**config.mk**
```make
export PLATFORM = sky130hd
export DESIGN_NAME = hazard_stall_ctrl
export DESIGN_NICKNAME = d
export VERILOG_FILES = /design/src/rtl/hazard_stall_ctrl.sv
export SDC_FILE = /design/constraint.sdc
export NUM_CORES = 1
export LEC_CHECK = 0
export ABC_AREA = 0
export ABC_CLOCK_PERIOD_IN_PS = 2800
export CORE_MARGIN = 2
export CORE_UTILIZATION = 45
export DETAILED_ROUTE_END_ITERATION = 8
export PLACE_DENSITY = 0.79
export SETUP_SLACK_MARGIN = 0.05
export SYNTH_ARGS = -nofsm -noshare
export SYNTH_HDL_FRONTEND = slang
export SYNTH_SLANG_ARGS = --single-unit
```
**constraint.sdc**
```tcl
create_clock -name clock -period 2.8 [get_ports clock]
set_input_delay 0.56 -clock clock [delete_from_list [all_inputs] [get_ports clock]]
set_output_delay 0.56 -clock clock [all_outputs]
set_load 0.01 [all_outputs]
```
**src/rtl/hazard_stall_ctrl.sv**
```systemverilog
// Pipeline sequencing controller for the five-stage DLX core: load-use stalls,
// mult/div occupancy of EX, branch flushes and a saturating stall counter.
module hazard_stall_ctrl #(
  parameter int MD_LATENCY = 8,
  parameter int CNT_W      = 16
) (
  input  logic             clock,
  input  logic             reset,
  input  logic [4:0]       id_rs,
  input  logic [4:0]       id_rt,
  input  logic             id_uses_rt,
  input  logic             ex_mem_read,
  input  logic [4:0]       ex_rt,
  input  logic             id_md_start,
  input  logic             branch_taken,
  output logic             pc_enable,
  output logic             if_id_enable,
  output logic             if_id_flush,
  output logic             id_ex_enable,
  output logic             id_ex_bubble,
  output logic             md_busy,
  output logic [CNT_W-1:0] stall_count
);

  typedef enum logic {RUN, MD_WAIT} state_t;

  localparam logic [7:0]       MD_INIT = 8'(MD_LATENCY - 1);
  localparam logic [CNT_W-1:0] CNT_MAX = {CNT_W{1'b1}};

  state_t     state, state_next;
  logic [7:0] md_cnt, md_cnt_next;
  logic       load_haz;

  // Issue cycle loads md_cnt with MD_LATENCY-1; the wait ends after the cycle it reads 1.
  always_comb begin
    load_haz = ex_mem_read && (ex_rt != 5'd0) &&
               ((ex_rt == id_rs) || (id_uses_rt && (ex_rt == id_rt)));
    state_next   = state;
    md_cnt_next  = md_cnt;
    pc_enable    = 1'b1;
    if_id_enable = 1'b1;
    id_ex_enable = 1'b1;
    if_id_flush  = 1'b0;
    id_ex_bubble = 1'b0;
    md_busy      = 1'b0;
    if (reset) begin
      pc_enable    = 1'b0;
      if_id_enable = 1'b0;
      id_ex_enable = 1'b0;
      if_id_flush  = 1'b1;
      id_ex_bubble = 1'b1;
      state_next   = RUN;
      md_cnt_next  = 8'd0;
    end else begin
      case (state)
        RUN: begin
          if (load_haz) begin
            pc_enable    = 1'b0;
            if_id_enable = 1'b0;
            id_ex_bubble = 1'b1;
          end else if (id_md_start) begin
            state_next  = MD_WAIT;
            md_cnt_next = MD_INIT;
          end else if (branch_taken) begin
            if_id_flush = 1'b1;
          end
        end
        MD_WAIT: begin
          pc_enable    = 1'b0;
          if_id_enable = 1'b0;
          id_ex_enable = 1'b0;
          md_busy      = 1'b1;
          md_cnt_next  = md_cnt - 8'd1;
          if (md_cnt == 8'd1) state_next = RUN;
        end
        default: state_next = RUN;
      endcase
    end
  end

  always_ff @(posedge clock) begin
    if (reset) begin
      state  <= RUN;
      md_cnt <= 8'd0;
    end else begin
      state  <= state_next;
      md_cnt <= md_cnt_next;
    end
  end

  // Counts frozen-PC cycles, holding at all-ones rather than wrapping.
  always_ff @(posedge clock) begin
    if (reset) begin
      stall_count <= '0;
    end else if (!pc_enable && (stall_count != CNT_MAX)) begin
      stall_count <= stall_count + 1'b1;
    end
  end

endmodule

```
==> results.ini, run 1 <==
[synthesis]
synth_edf_count = 0
yosysTopAreaCell = dfxtp_1
synth_cell_types = 48
synth_nets = 205
synthArstFlopShare = 0
synthDominantCellAreaShare = 0.327
synth.most_common_cell = dfxtp_1
ys_seq_elements = 25
ys_seq_area_frac = 0.327
synthCells = 181
synth_area_leaders = dfxtp_1 (33%), xnor2_1 (5.7%), a21oi_1 (4.9%)
synth_area_mm2 = 0.00153
synth_common_cells = dfxtp_1 (25), nand2_1 (16), nor2_1 (16)
syn_avg_cell_area_um2 = 8.45
ys_warn_count = 0
synth_flop_cell = dfxtp_1

[critical_path]
cp.arrival_ns = 2.12
cp_slowest_cell = or4_4
crit_chain = clkdlybuf4s50_1 > or4_4 > o21a_4 > nand2_2 > a31o_2 > buf_2
path_max_fanout = 3
start_kind = input pin
r2r_slack_ns = 0.56
r2r_cells = 7
crit_required_ns = 2.24
critPathKind = in -> out
endpoint_kind = output pin
slowest_delay_ns = 0.55
reg2reg_from = stall_count[0]
r2r_end = stall_count[5]

[timing]
setup_tns_ns = 0
tightest_slew_ns = 0.402
fin_skew_ns = 0.00288
slew-limit-headroom = 0.732
holdWs_ns = 0.504
finalHoldViolCount = 0
setup_viol = 0
rsz0062_at_grt = false
fin_crit_sh = 0.958
maxSlewViolCount = 0
fin_crit_ns = 2.68
fmax_ghz = 0.373

[grt]
grt-ovfl-total = 0
grt_max_degree = 29
grt_use_total = 0.190
antenna_found_initial = 0
grt_pass1_vias = 1389
grt_pass1_wl_um = 6070

[floorplanning]
die_h_um = 62.3
core-area_mm2 = 0.00331
rows = 21
die_area_mm2 = 0.00388
chipWidth_um = 62.3
initial_core_util = 0.462
io_pins = 43

[place]
place_congestion = 0.776
port_buffers = 42
hpwl_um = 2610

[layout]
syn2layout_area_growth_pct = 38.5
fin_nets = 260
drive_gt1_frac = 0.179
num_antenna_cells = 0

[clocking]
cts_tree = done
clockBufferDepth = 2
clock-sinks = 25
cts_max_level = 1
cts_inserted_buffers = 3
hold_buffers = 0
cts_root_buf = clkbuf_4
clk_latency_ns = 0.32
clk_pin_slew_ns = 0.14

[detailed_routing]
viasPerCell = 5.37
firstDrtPassIters = 4
drc_errors = 0
drtIter0Drc = 78
ant_nets = 0
num_vias = 1509
drt-total-wl_um = 3560
wire_per_inst_um = 12.7

[hold_path]
min_from = md_cnt[2]
min_delay_worst_endpoint = md_cnt[2]
hold_path.class = reg -> reg
whs_path_depth = 2

[status]
status = completed

[pwr]
p_leak_nw = 0.768
p_total_uw = 780
peakVddDrop_mv = 0.202
powerDensity_mw_per_mm2 = 368

[job]
max_cap_viol_count = 0

## layer usage
| metal | vias to the layer above | GRT usage | routed length, µm |
|---|---|---|---|
| li1 | 778 | - | - |
| met1 | 677 | 0.237 | 1660 |
| met2 | 49 | 0.327 | 1680 |
| met3 | 5 | 0.0362 | 165 |
| met4 | 0 | 0.0694 | 54 |
| met5 | - | 0 | 0 |
## cell families after synthesis
group | count (synthesis) | synth area share
AND/OR/NAND/NOR | 80 | 0.290
XOR/XNOR | 13 | 0.0744
multiplexers | 4 | 0.0311
flip-flops | 25 | 0.327
buffers and inverters | 12 | 0.0368
AO/OA/AOI/OAI | 44 | 0.216
adder cells (fa/ha/maj) | 3 | 0.0245
## area by class of cell
cell class	count	area [µm²]
Fill cell	306	1190
Clock inverter	1	7.51
Timing Repair Buffer	57	514
Inverter	5	18.8
Tap cell	46	57.6
Clock buffer	3	22.5
Sequential cell	25	500
Multi-Input combinational cell	144	998
## cell usage in the layout (no fill, tap or decap), types with 2 or more instances in the layout
cell and n:
a21oi_1 15, nand2_2 2, xor2_1 3, a31oi_1 2, nor2_1 16, nand3_1 8
and4_1 2, nand3b_1 2, dfxtp_1 25, nor3_2 2, or4_1 3, ha_1 3
or3_1 7, nand2b_1 2, buf_2 3, nand4_1 5, inv_1 5, o31ai_1 3
nor2b_1 4, clkbuf_4 3, buf_4 15, nand2_1 15, o21ai_0 5, a311oi_1 6
nor3_1 5, a21oi_4 2, mux2_2 2, clkdlybuf4s50_1 36, xnor2_1 10
## report_power, final
group	leakage (nW)	switching (mW)	internal, mW
logic	0.550	0.100	0.111
registers	0.204	0.0237	0.375
clock network	0.0139	0.116	0.0546
total	0.768	0.240	0.541
## metrics by stage
| step | instances | instance area, µm² | utilization | worst slack (ns) |
|---|---|---|---|---|
| 2_1_floorplan | 181 | 1530 | - | 0.502 |
| 3_3_place_gp | 275 | 2070 | 0.625 | -0.370 |
| 3_5_place_dp | 275 | 2070 | 0.625 | -0.416 |
| 4_1_cts | 281 | 2130 | 0.642 | 0.0522 |
| 5_1_grt | 281 | 2120 | 0.640 | 0.0505 |
| 6_report | 281 | 2120 | 0.640 | 0.116 |
## what timing repair did
| action | in CTS | in global routing |
|---|---|---|
| gates resized for setup | 16 | 5 |
| endpoints found under the setup margin | 4 | 4 |
| pin swaps | 4 | 3 |
| buffers inserted | 2 | 0 |
## worst max-delay path, delay by kind of cell
family / cells / cell delay [ns]
buf+inv: 2 / 0.54
simple gates: 2 / 0.63
compound gates: 2 / 0.38
## flip-flops by register name, indices dropped and copies added, names as in the netlist
name,cells
stall_count,16
md_cnt,8
state,1
## how the worst max path moves through the flow
stage | start | to | slack, ns | cells past startpoint
2_1_floorplan | ex_rt[1] | pc_enable | 0.50 | 4
3_3_place_gp | ex_rt[1] | if_id_flush | -0.37 | 6
3_5_place_dp | ex_rt[1] | if_id_flush | -0.42 | 6
4_1_cts | ex_rt[3] | if_id_enable | 0.05 | 5
5_1_grt | ex_rt[2] | if_id_flush | 0.05 | 6
6_report | ex_rt[2] | if_id_flush | 0.12 | 6
Note: power is estimated with default switching activity, not from simulation.
==> run 2, diff against run 1 <==
--- a/config.mk
+++ b/config.mk
@@ -6,7 +6,6 @@
 export NUM_CORES = 1
 export LEC_CHECK = 0
 export ABC_AREA = 0
-export ABC_CLOCK_PERIOD_IN_PS = 2800
 export CORE_MARGIN = 2
 export CORE_UTILIZATION = 45
 export DETAILED_ROUTE_END_ITERATION = 8
==> results of run 2 <==
Same layout as run 1: the final DEF is identical, and so are final timing and power.
==> run 3, diff against run 2 <==
--- a/config.mk
+++ b/config.mk
@@ -8,6 +8,7 @@
 export ABC_AREA = 0
 export CORE_MARGIN = 2
 export CORE_UTILIZATION = 45
+export CTS_CLUSTER_DIAMETER = 50
 export DETAILED_ROUTE_END_ITERATION = 8
 export PLACE_DENSITY = 0.79
 export SETUP_SLACK_MARGIN = 0.05
==> results of run 3 <==
Same layout as run 1: the final DEF is identical, and so are final timing and power.
